===== src/rtl/key_history_display.sv =====
// key_history_display
// Keeps the last two debounced key codes and time-multiplexes them onto a
// shared seven-segment bus. Slots are ordered right digit (newest), guard,
// left digit (previous), guard. During a guard slot both anodes are off so
// the old segment pattern cannot ghost onto the next digit.
// Optional feature: define LEADING_BLANK_EN to keep digits dark until a key
// has actually been captured into them.

module key_history_display #(
    parameter int MUX_BITS       = 15,
    parameter int GUARD_CYCLES   = 64,
    parameter bit SEG_ACTIVE_LOW = 1'b1
) (
    input  logic       clk,
    input  logic       rst,
    input  logic [3:0] key_code,
    input  logic       key_valid,
    output logic [6:0] seg,
    output logic [1:0] an,
    output logic [3:0] digit_new,
    output logic [3:0] digit_old
);

    // The counter must hold both the slot length and the guard length.
    localparam int GUARD_W = (GUARD_CYCLES > 1) ? $clog2(GUARD_CYCLES) : 1;
    localparam int CNT_W   = (MUX_BITS > GUARD_W) ? MUX_BITS : GUARD_W;
    localparam logic [CNT_W-1:0] SLOT_LAST  = CNT_W'((64'd1 << MUX_BITS) - 64'd1);
    localparam logic [CNT_W-1:0] GUARD_LAST = (GUARD_CYCLES > 0) ? CNT_W'(GUARD_CYCLES - 1) : '0;
    localparam bit HAS_GUARD = (GUARD_CYCLES > 0);
    localparam logic [6:0] SEG_OFF = SEG_ACTIVE_LOW ? 7'h7F : 7'h00;

    typedef enum logic [1:0] {
        SHOW_NEW = 2'd0,
        GUARD_A  = 2'd1,
        SHOW_OLD = 2'd2,
        GUARD_B  = 2'd3
    } state_t;

    state_t           state;
    logic [CNT_W-1:0] slot_cnt;
    logic             new_lit;
    logic             old_lit;

    // Hex to segment pattern in {g,f,e,d,c,b,a} order, then board polarity.
    function automatic logic [6:0] encode(input logic [3:0] d);
        logic [6:0] p;
        case (d)
            4'h0: p = 7'h3F;
            4'h1: p = 7'h06;
            4'h2: p = 7'h5B;
            4'h3: p = 7'h4F;
            4'h4: p = 7'h66;
            4'h5: p = 7'h6D;
            4'h6: p = 7'h7D;
            4'h7: p = 7'h07;
            4'h8: p = 7'h7F;
            4'h9: p = 7'h6F;
            4'hA: p = 7'h77;
            4'hB: p = 7'h7C;
            4'hC: p = 7'h39;
            4'hD: p = 7'h5E;
            4'hE: p = 7'h79;
            default: p = 7'h71;
        endcase
        return SEG_ACTIVE_LOW ? ~p : p;
    endfunction

    // Two-entry key history: every valid cycle pushes the newest code in.
    always_ff @(posedge clk or posedge rst) begin
        if (rst) begin
            digit_new <= 4'h0;
            digit_old <= 4'h0;
        end else if (key_valid) begin
            digit_old <= digit_new;
            digit_new <= key_code;
        end
    end

`ifdef LEADING_BLANK_EN
    logic new_vld;
    logic old_vld;

    // Valid flags follow the history shift so a digit lights only once it holds a real key.
    always_ff @(posedge clk or posedge rst) begin
        if (rst) begin
            new_vld <= 1'b0;
            old_vld <= 1'b0;
        end else if (key_valid) begin
            old_vld <= new_vld;
            new_vld <= 1'b1;
        end
    end

    assign new_lit = new_vld;
    assign old_lit = old_vld;
`else
    assign new_lit = 1'b1;
    assign old_lit = 1'b1;
`endif

    // Slot sequencer: fixed-length slots, counter cleared on every state change.
    always_ff @(posedge clk or posedge rst) begin
        if (rst) begin
            state    <= SHOW_NEW;
            slot_cnt <= '0;
        end else begin
            unique case (state)
                SHOW_NEW: begin
                    if (slot_cnt == SLOT_LAST) begin
                        slot_cnt <= '0;
                        state    <= HAS_GUARD ? GUARD_A : SHOW_OLD;
                    end else begin
                        slot_cnt <= slot_cnt + 1'b1;
                    end
                end
                GUARD_A: begin
                    if (slot_cnt == GUARD_LAST) begin
                        slot_cnt <= '0;
                        state    <= SHOW_OLD;
                    end else begin
                        slot_cnt <= slot_cnt + 1'b1;
                    end
                end
                SHOW_OLD: begin
                    if (slot_cnt == SLOT_LAST) begin
                        slot_cnt <= '0;
                        state    <= HAS_GUARD ? GUARD_B : SHOW_NEW;
                    end else begin
                        slot_cnt <= slot_cnt + 1'b1;
                    end
                end
                default: begin
                    if (slot_cnt == GUARD_LAST) begin
                        slot_cnt <= '0;
                        state    <= SHOW_NEW;
                    end else begin
                        slot_cnt <= slot_cnt + 1'b1;
                    end
                end
            endcase
        end
    end

    // Registered pin drivers: anode and segment pattern for the current slot.
    always_ff @(posedge clk or posedge rst) begin
        if (rst) begin
            an  <= 2'b11;
            seg <= SEG_OFF;
        end else begin
            unique case (state)
                SHOW_NEW: begin
                    an  <= 2'b10;
                    seg <= new_lit ? encode(digit_new) : SEG_OFF;
                end
                SHOW_OLD: begin
                    an  <= 2'b01;
                    seg <= old_lit ? encode(digit_old) : SEG_OFF;
                end
                default: begin
                    an  <= 2'b11;
                    seg <= SEG_OFF;
                end
            endcase
        end
    end

endmodule


===== config.mk =====
export PLATFORM = sky130hd
export DESIGN_NAME = key_history_display
export DESIGN_NICKNAME = d
export VERILOG_FILES = /design/src/rtl/key_history_display.sv
export SDC_FILE = /design/constraint.sdc
export NUM_CORES = 1
export LEC_CHECK = 0
export CAP_MARGIN = 30
export CORE_MARGIN = 5
export CORE_UTILIZATION = 40
export DETAILED_ROUTE_END_ITERATION = 10
export HOLD_SLACK_MARGIN = 0.05
export PLACE_DENSITY = 0.57
export SLEW_MARGIN = 20
export SYNTH_ARGS = -nofsm -noshare
export SYNTH_HDL_FRONTEND = slang
export SYNTH_SLANG_ARGS = --single-unit

===== constraint.sdc =====
create_clock -name clk -period 2.3 [get_ports clk]
set_input_delay 0.46 -clock clk [delete_from_list [all_inputs] [get_ports clk]]
set_output_delay 0.46 -clock clk [all_outputs]
set_load 0.01 [all_outputs]

==> results.md, run 1 <==
* DP Wirelength at 2940 microns
* # setup viols final at 0
* Clock latency on the worst-skew pair at slightly below 0.3 ns
* Die area at between 6000 and 7000 sq um
* Final wirelength at ~4000 microns
* FFs w/ async S/R, synth at 1.00
* Post-Synthesis Cells at 218
* Final Critical Period at ~2 ns
* Fmax at approximately 500 MHz
* Avg Inst Size Synth at 9.47 sq um
* Post-CTS resize count at 0
* Drt wl/cell at 12.9 microns
* Grt ovf at 0
* Slew Limit Fails at 0
* Final Skew at about 0.0062 ns
* Vias per cell at around 5
* CTS clock-pin slew for the worst setup and hold paths at 0.07 ns
* Syn-to-layout area delta at 18.7%
* Cell Chain, Critical Path: clkdlybuf4s50_1
* Area post-placement at around 2400 sq um
* Slew margin rel. at 0.695
* Cell variety after synth at 36
* Req. time, crit path at 1.84 ns
* Status: complete, no violations
* Worst path top cell family by delay: flip-flops
* P_leak at between 1 and 1.5 nW
* RSZ-0062 raised after global routing: false
* Final Hold Fails at 0
* # diodes at 0
* Die Y-Extent at around 82 microns
* Port buffer count at 23
* Mapped Nets at around 250
* Root Buffer Master: clkbuf_8
* Setup Fix Bufs, Post-CTS at 0
* Buf/Inv on CP at 1
* Slowest CP cell: dfrtp_1
* Final nets at 268
* Vias in the first global route at roughly 1500
* Core box area at about 5100 sq um
* CP max FO at 17
* Worst slew pin tran at 0.458 ns
* Post-Synthesis Cell Area at 2060 sq um
* Cell taking the most area after synthesis: dfrtp_1
* Post-Place Cells at between 300 and 400
* DRT Pass-1 Iters at 4
* Fillers at a little over 500
* MaxCap Viol Count at 0
* Top-area cell type share of the netlist area at 0.303
* CTS tree: yes
* First-pass GRT wire length at ~7000 microns
* Crit end category: primary output
* Pin count of the biggest net entering global routing at 35
* Width of the die at between 80 and 90 microns
* EDFF count, synth at 0
* Post-route design area at around 2400 sq um
* Drt drc at 0
* I/O Pins at 24
* Std-Cell Rows at 26
* H-tree depth at 2
* TritonCTS sink count at 34
* Longest Clk Path Bufs at 2
* 1st-iter DRT viols at between 70 and 80
* Setup TNS at 0 ns
* Most instantiated cells after synthesis: dfrtp_1, ha_1, nand2_1, nor2_1
* Worst setup SP type: register
* GRT Util Overall at 0.139
* Fraction of the yosys area taken by sequential cells at 0.418
* WP data arrival at 1.55 ns
* DR vias at approximately 1500
* Synth Register Bits at 34
* Ys Warns at 0
* Pwr dens at 582 nW/um^2
* Fin cells at just over 300
* Layout cell share with drive strength beyond 1 at 0.120
* Number of routed nets with antenna violations at 0
* Crit-path max cell delay at ~0.63 ns
* Top FF cell, synth: dfrtp_1
* Initial antenna violation count at 0
* Initial Util at 0.407
* Worst setup path class: reg -> out
* Cts hold-fix bufs at 0
* Hold crit path type: reg -> reg
* Top-count cell post-synth: dfrtp_1
* VDD IR max at ~350 uV
* Tcrit/Tclk final at 0.873
* Num CTS Buffers at 5
* Synth area leaders: dfrtp_1, ha_1, dfstp_2
* RD Place Congestion at between 0.8 and 0.9
logic make-up (layout without fill, tap and decap cells):
logic type / Yosys count / count (layout) / synth area share
buffers and inverters: 24 / 47 / 0.0442
flip-flops: 34 / 34 / 0.418
XOR/XNOR: 11 / 11 / 0.0467
multiplexers: 6 / 6 / 0.0382
AND/OR/NAND/NOR: 86 / 86 / 0.219
adder cells (fa/ha/maj): 21 / 21 / 0.127
AO/OA/AOI/OAI: 36 / 36 / 0.107
registers in the layout, summed over array words and instances, names as in the netlist:
| signal | flops |
|---|---|
| an | 2 |
| digit_new | 4 |
| digit_old | 4 |
| seg | 7 |
| slot_cnt | 15 |
| state | 2 |
area by class of cell:
class                      instances  area [sq um]  share of cell area
timing repair buffer              24           238              0.0970
clock inverter                     2          12.5             0.00511
multi-input combinational        160          1110               0.454
sequential                        34           862               0.352
clock buffer                       6          82.6              0.0337
tap                               70          87.6              0.0358
inverter                          15          56.3              0.0230
layout by cell type, fill, tap and decap left out, drive strengths merged, types with 2 or more instances in the layout:
| master | n |
|---|---|
| clkbuf | 6 |
| ha | 21 |
| o21ai | 16 |
| a21oi | 7 |
| nand2b | 4 |
| nand4 | 6 |
| dfstp | 9 |
| and2 | 3 |
| dfrtp | 25 |
| nand2 | 17 |
| nor2 | 17 |
| xnor2 | 8 |
| and3 | 6 |
| clkdlybuf4s50 | 23 |
| nand3 | 16 |
| or2 | 4 |
| and4 | 2 |
| inv | 15 |
| xor2 | 3 |
| nor2b | 3 |
| o211ai | 7 |
| mux2 | 5 |
| or3 | 3 |
where the power goes:
group | switching (mW) | internal (mW) | total, mW
clock network | 0.225 | 0.241 | 0.465
logic | 0.123 | 0.140 | 0.263
registers | 0.0504 | 0.647 | 0.697
metrics by stage:
step                      hold WS [ns]  power [mW]  worst slack, ns   util
after floorplan                  0.425       0.853            0.458      -
after global placement           0.435       0.973            0.424  0.464
after detailed placement         0.451       0.975            0.384  0.464
after CTS                        0.461        1.45            0.284  0.483
after global routing             0.476        1.52            0.202  0.483
final                            0.459        1.43            0.293  0.483
worst paths after layout:
check	from	to	slack [ns]	cells past startpoint
max	digit_new[3]	digit_new[3]	0.29	1
min reg2reg	slot_cnt[0]	slot_cnt[0]	0.46	1
max in group asynchronous	rst	seg[3]	1.39	3
min	slot_cnt[0]	slot_cnt[0]	0.46	1
max reg2reg	slot_cnt[0]	state[1]	0.37	5
min in group asynchronous	rst	state[0]	0.56	3
routing by layer:
| layer | vias up | GRT usage | wire length (microns) |
|---|---|---|---|
| li1 | 792 | - | - |
| met1 | 717 | 0.205 | 2090 |
| met2 | 26 | 0.191 | 1660 |
| met3 | 6 | 0.0373 | 192 |
| met4 | 0 | 0.0548 | 80 |
| met5 | - | 0 | 0 |
Note: power is estimated with default switching activity, not from simulation.
==> run 2, diff against run 1 <==
CORE_UTILIZATION = 55   (was 40)
PLACE_DENSITY = 0.76   (was 0.57)
==> run 2 against run 1 <==
Global-route usage up 1.8 points. Largest power group unchanged. Count of clock-buffer cells in the layout up 1. Combinational power about the same. Non-clock buffer count up 1. Register-to-register slack about the same. Die area down 24%. Maximum frequency up 1.5%. Sequential cell count unchanged. Clock power down 4%. Via count up 0.52%.
==> results.md, run 2 (same netlist as run 1, synthesis figures left out) <==
* Setup TNS at 0 ns
* Grt ovf at 0
* MaxCap Viol Count at 0
* GRT Util Overall at 0.157
* Final Hold Fails at 0
* Regs by FF count: slot_cnt x15, seg x7
* Slew margin rel. at 0.705
* Sw Ratio at 0.269
* Fmax at about 500 MHz
* Slew Limit Fails at 0
* Slowest CP cell: clkdlybuf4s50_1
* Crit end category: primary output
* Tcrit/Tclk final at 0.860
* Vias per cell at 5.34
* Number of routed nets with antenna violations at 0
* # setup viols final at 0
* Worst setup SP type: register
* I/O Pins at 24
* Buf/Inv on CP at 1
* Initial antenna violation count at 0
* Tot Pwr at 1.41 mW
* Commonest non-fill, non-tap cell in the layout: dfrtp_1
* RD Place Congestion at ~0.85
* Syn-to-layout area delta at 17.5%
* Std-Cell Rows at 22
* Layout cell share with drive strength beyond 1 at 0.120
* Die Y-Extent at around 71 microns
* DRT Pass-1 Iters at 4
* DR vias at 1549
* Port buffer count at 23
* Final Critical Period at about 2.0 ns
* Post-CTS resize count at 0
* Setup Fix Bufs, Post-CTS at 0
* Final Skew at 0.00849 ns
* Largest Register: slot_cnt
* Hold crit path type: reg -> reg
* Core box area at 3660 sq um
* Num CTS Buffers at 5
* CP max FO at 17
* First-pass GRT wire length at 6500 microns
* Pre-CTS setup slack at roughly 0.38 ns
* Combinational cell fraction of total power at 0.188
* Pin count of the biggest net entering global routing at 23
* CTS clock-pin slew for the worst setup and hold paths at 0.07 ns
* Crit-path max cell delay at 0.63 ns
* Final nets at about 270
* # diodes at 0
* Final worst setup slack at 0.322 ns
* WP data arrival at about 1.5 ns
* Final wirelength at 3740 microns
* Max reg flops at 15
* H-tree depth at 2
* Die area at 5080 sq um
* Drt wl/cell at 12.9 microns
* CTS tree: yes
* Post-route design area at between 2000 and 2500 sq um
* Worst slew pin tran at roughly 0.44 ns
* 1st-iter DRT viols at between 100 and 150
* Cell Chain, Critical Path: clkdlybuf4s50_1
* Status: complete, no violations
* Worst path top cell family by delay: buffers and inverters
* Root Buffer Master: clkbuf_8
* Worst setup path class: reg -> out
* Drt drc at 0
* VDD IR max at 380 uV
* Req. time, crit path at between 1.5 and 2 ns
* Longest Clk Path Bufs at 2
* Cts hold-fix bufs at 0
* Switch Pwr at about 0.38 mW
* Clk network pwr share at 0.318
* Sequential share of power at 0.494
* RSZ-0062 raised after global routing: false
* Width of the die at between 70 and 80 microns
* Internal Power at between 1 and 1.5 mW
* Final core occ at 0.663
* Pwr dens at just under 600 nW/um^2
* Commonest cells after routing, fill and taps aside: dfrtp_1, clkdlybuf4s50_1, ha_1
* Clock latency on the worst-skew pair at between 0.2 and 0.3 ns
* Vias in the first global route at about 1400
* DP Wirelength at 2750 microns
* P_leak at 1.10 nW
* TritonCTS sink count at 34
* Fillers at between 300 and 400
* Area post-placement at about 2300 sq um
* Initial Util at 0.564
run 2: changes by cell type in the layout (fill, tap and decap cells not counted), sizes merged:
cell | previous run | this run
buf | 1 | 2
clkbuf | 6 | 7
clkinvlp | 1 | 0
run 2: worst reg2reg max path, cell delays in order (launching register included):
cell	delay (ns)
dfrtp_1	0.37
ha_1	0.22
nand4_1	0.15
or4_4	0.61
a2bb2oi_2	0.16
mux2_1	0.32
run 2: area by class of cell:
cell class / instances / area (sq um) / share of cell area
Clock buffer: 7 / 86.3 / 0.0356
Clock inverter: 1 / 5.00 / 0.00206
Inverter: 15 / 56.3 / 0.0232
Multi-Input combinational cell: 160 / 1110 / 0.458
Sequential cell: 34 / 862 / 0.355
Tap cell: 48 / 60.1 / 0.0248
Timing Repair Buffer: 25 / 245 / 0.101
run 2: metrics by stage:
stage / instances / hold slack [ns]
after detailed placement: 282 / 0.447
after floorplan: 218 / 0.425
final: 290 / 0.455
after CTS: 290 / 0.457
after global placement: 282 / 0.435
after global routing: 290 / 0.492
run 2: path summary, 6_finish.rpt:
path	from	to	slack, ns	depth (start not counted)
min in group asynchronous	rst	slot_cnt[10]	0.48	3
max in group asynchronous	rst	digit_old[0]	1.54	3
max	digit_new[3]	digit_new[3]	0.32	1
min	slot_cnt[0]	slot_cnt[0]	0.46	1
min reg2reg	slot_cnt[0]	slot_cnt[0]	0.46	1
max reg2reg	slot_cnt[0]	state[1]	0.37	5
run 2: power by group through the flow:
stage               sequential [mW]  combinational [mW]  clock (mW)
global route                  0.706               0.294       0.490
detailed placement            0.708               0.267           0
CTS                           0.697               0.268       0.464
global placement              0.705               0.264           0
finish                        0.696               0.265       0.448
floorplan                     0.703               0.150           0
run 2: per-layer routing:
layer	wire, microns	up-vias	part of all wire	track usage
li1	-	790	-	-
met1	1880	716	0.50	0.234
met2	1610	38	0.43	0.232
met3	205	5	0.055	0.0421
met4	37	0	0.0099	0.0313
met5	0	-	0	0
==> RTL change 1: new RTL, flow settings as in run 2 <==
Set the parameter `GUARD_CYCLES` to 128 (it was 64).
--- a/src/rtl/key_history_display.sv
+++ b/src/rtl/key_history_display.sv
@@ -9,5 +9,5 @@
 module key_history_display #(
     parameter int MUX_BITS       = 15,
-    parameter int GUARD_CYCLES   = 64,
+    parameter int GUARD_CYCLES   = 128,
     parameter bit SEG_ACTIVE_LOW = 1'b1
 ) (
Function: same outputs for any inputs over 10 cycles, from zero or initial values and one cycle with rst high; that may be too few to reach the edited logic, so the function may still have changed.
==> RTL change 1 against run 2 <==
Sequential cell count stayed put; critical endpoint is now digit_old[3]; clock power increased by 19%; total power increased by 6.3%; utilization is 0.52 points higher; global-route usage up 0.93 points; via count up 2.5%; largest power group unchanged; sequential power hardly changed; largest cell class unchanged; setup slack lost 0.043 ns; final area rose by 1.5%; routed wire length is 3.6% higher; register-to-register slack worse by 0.03 ns; synthesized area up 2.1%; highest routed layer unchanged; synthesized cell count increased by 0.92%.
==> RTL change 1: results (changes against run 2) <==
metric;value;unit;change
outcome;finished, final reports clean;;unchanged
grt_use_total;16.7;%;was 15.7%
path_max_fanout;16;;was 17
ys_seq_area_share;40.9;%;was 41.8%
max_slew_margin;68.0;%;was 70.5%
reg2reg_depth;6;;was 5
synthTopCellsByCount;dfrtp_1, nand2_1, ha_1;;was dfrtp_1, ha_1, nand2_1, nor2_1
netlist_instances;220;;was 218
grt_pass1_vias;1408;;was 1,445
nNetsFinal;271;;was 269
grt_pass1_wl;6.75;mm;was 6.50 mm
vias_per_cell;5.44;;was 5.34
rr_startpoint;state[0];;was slot_cnt[0]
yosysUniqueCellTypes;38;;was 36
power_leakage;1.09;nW;was 1.10 nW
postRouteWirelength;3.87;mm;was 3.74 mm
pre_cts_slack;0.358;ns;was 0.378 ns
synth_nets;248;;was 246
grt_max_degree;35;;was 23
rrSetupSlack;0.34;ns;was 0.37 ns
crit_family;flip-flops;;was buffers and inverters
synth_area_leaders;dfrtp_1, ha_1, dfstp_2, nand2_1, nand3_1;;was dfrtp_1, ha_1, dfstp_2, nand3_1, o21ai_0
drt-initial-drc-count;171;;was 114
place.gp.congestion;0.863;;was 0.845
cp_slowest_cell;dfrtp_1;;was clkdlybuf4s50_1
fin_skew;0.00663;ns;was 0.00849 ns
arrival;1.56;ns;was 1.52 ns
dpl.cell_count;284;;was 282
ir_worst_vdd;0.000550;V;was 0.000380 V
drive_gt1_share;12.7;%;was 12.0%
==> RTL change 1: cells by family after synthesis <==
kind of cell	after synthesis	share of synthesized area, %
DFF	34	40.9
xor gates and xnor gates	12	4.99
AOI/OAI and AO/OA	37	11.3
and+or+nand+nor	89	23.0
buffers and inverters	23	5.11
muxes	4	2.14
adders and majority gates	21	12.5
==> RTL change 1: power by group through the flow <==
stage | clock network, W | logic, W | registers, W
2_1_floorplan | 0 | 0.000150 | 0.000703
3_3_place_gp | 0 | 0.000265 | 0.000706
3_5_place_dp | 0 | 0.000267 | 0.000707
4_1_cts | 0.000541 | 0.000269 | 0.000697
5_1_grt | 0.000569 | 0.000296 | 0.000707
6_report | 0.000533 | 0.000267 | 0.000697
==> RTL change 1: stage by stage <==
step                      total power [W]  hold WS (ns)  area [um^2]
final                             0.00150         0.464         2460
after global routing              0.00157         0.488         2460
after CTS                         0.00151         0.467         2460
after detailed placement         0.000974         0.457         2360
after global placement           0.000971         0.451         2360
after floorplan                  0.000853         0.433         2110
==> RTL change 1: worst max-delay path by stage <==
stage                      start      endpoint  slack [ns]  depth (start not counted)
floorplan               state[0]      state[1]        0.40                          7
global route            state[1]      state[1]        0.21                          6
detailed placement      state[0]      state[1]        0.36                          6
finish              digit_old[3]  digit_old[3]        0.28                          1
CTS                 digit_old[3]  digit_old[3]        0.29                          1
global placement        state[0]      state[1]        0.42                          6
==> RTL change 1: area by class of cell <==
type                            count  area [um^2]
Fill cell                         308         1220
Multi-Input combinational cell    163         1140
Tap cell                           48         60.1
Sequential cell                    34          862
Clock inverter                      1         30.0
Clock buffer                        7         76.3
Inverter                           14         52.6
Timing Repair Buffer               25          245
==> RTL change 1: per-layer routing <==
layer  global-route usage (%)  wire length [um]  up-vias
met1                     24.0              1860      731
met2                     24.3              1740       48
met5                        0                 0        -
li1                         -                 -      802
met4                     7.52                59        0
met3                     3.32               212        7
==> RTL change 2: new RTL, flow settings as in run 2 <==
Without the edit above. The 4 states of `state_t` get a Gray code encoding in 2 bits.
--- a/src/rtl/key_history_display.sv
+++ b/src/rtl/key_history_display.sv
@@ -31,8 +31,8 @@
 
     typedef enum logic [1:0] {
-        SHOW_NEW = 2'd0,
-        GUARD_A  = 2'd1,
-        SHOW_OLD = 2'd2,
-        GUARD_B  = 2'd3
+        SHOW_NEW = 2'b00,
+        GUARD_A  = 2'b01,
+        SHOW_OLD = 2'b11,
+        GUARD_B  = 2'b10
     } state_t;
 
Check against the original RTL: no difference found for any inputs over 10 cycles, from zero or initial values and one cycle with rst high; not proved beyond that.
==> RTL change 2 against run 2 <==
Total power is 5.1% higher; routed wire length is 20% higher; synthesized area is 0.36% lower; setup slack worse by 0.061 ns; first-iteration DRC count is 6.1% lower; worst hold slack better by 0.027 ns; sequential cell count stayed put; critical endpoint unchanged; final area is 0.98% higher.
==> RTL change 2: results (changes against run 2) <==
metric;value;unit;change
hp-class;reg -> reg;;unchanged
fin_skew;0.0111;ns;was 0.00849 ns
synth-xor-area-share;5.54;%;was 4.67%
drive_gt1_share;16.7;%;was 12.0%
fin_ws;0.261;ns;was 0.322 ns
grt_pass1_wl;7.69;mm;was 6.50 mm
ctsResizeCount;0;;unchanged
dpl.hpwl;3.26;mm;was 2.75 mm
wl_met2;2.18;mm;was 1.61 mm
netlist_instances;206;;was 218
synthTopCellsByCount;dfrtp_1, nand2_1, ha_1;;was dfrtp_1, ha_1, nand2_1, nor2_1
nNetsFinal;260;;was 269
power_leakage;1.04;nW;was 1.10 nW
yosysUniqueCellTypes;36;;unchanged
grt_pass1_vias;1656;;was 1,445
route.met3.wl;242;um;was 205 um
clkLatencyLatePin;0.30;ns;was 0.28 ns
hold_slack;0.483;ns;was 0.455 ns
ir_worst_vdd;0.000440;V;was 0.000380 V
swShare;26.8;%;was 26.9%
power_frac_clock;35.2;%;was 31.8%
dpl.cell_count;273;;was 282
place.gp.congestion;0.806;;was 0.845
cp_slowest_cell;dfrtp_1;;was clkdlybuf4s50_1
use_met2;30.9;%;was 23.2%
intPower;0.00108;W;was 0.00103 W
outcome;finished, final reports clean;;unchanged
max_slew_margin;67.4;%;was 70.5%
ys_seq_area_share;41.9;%;was 41.8%
synth_adder_area_share;12.8;%;was 12.7%
arrival;1.58;ns;was 1.52 ns
postRouteWirelength;4.50;mm;was 3.74 mm
post_dp_cell_area;0.00234;mm^2;was 0.00233 mm^2
synth-compound-area-share;12.6;%;was 10.7%
grt_use_total;19.2;%;was 15.7%
power_frac_comb;17.9;%;was 18.8%
cts_setup_buffers;0;;unchanged
synth_nets;234;;was 246
synth_mux_area_share;4.93;%;was 3.82%
path_max_fanout;16;;was 17
post_drt_wl_per_cell;16.0;um;was 12.9 um
crit_family;flip-flops;;was buffers and inverters
synth_area_leaders;dfrtp_1, ha_1, dfstp_2, nand2_1, xnor2_1;;was dfrtp_1, ha_1, dfstp_2, nand3_1, o21ai_0
grt_use_met1;24.1;%;was 23.4%
io_buffers;23;;unchanged
clockBufferDepth;2;;unchanged
drt-initial-drc-count;107;;was 114
pre_cts_slack;0.302;ns;was 0.378 ns
grtUsageMet3;4.83;%;was 4.21%
wirelength_met1;1.96;mm;was 1.88 mm
grt_max_degree;35;;was 23
vias_per_cell;5.86;;was 5.34
diodes;0;;unchanged
[RTL change 2: changes by cell type in the layout (fill, tap and decap cells not counted), sizes merged, moves of 6 or more]
cell / before / now
o21ai: 16 / 10
and3: 6 / 0
nand3: 16 / 3
o211ai: 7 / 0
nand2: 17 / 25
a31oi: 1 / 7
[RTL change 2: final timing paths]
check / startpoint / endpoint / cells after the start
worst max-delay path: digit_new[3] / digit_new[3] / 1
worst min-delay path: slot_cnt[0] / slot_cnt[0] / 1
worst max register to register: slot_cnt[0] / slot_cnt[3] / 5
worst min register to register: slot_cnt[0] / slot_cnt[0] / 1
max in group asynchronous: rst / seg[5] / 3
min in group asynchronous: rst / digit_new[2] / 3
[RTL change 2: area by class of cell]
class                   instances  area, um^2
flip-flops and latches         34         862
well taps                      48        60.1
repair buffers                 25         245
fillers                       288        1180
inverters                      15        56.3
clock buffers                   8         110
multi-input cells             151        1120
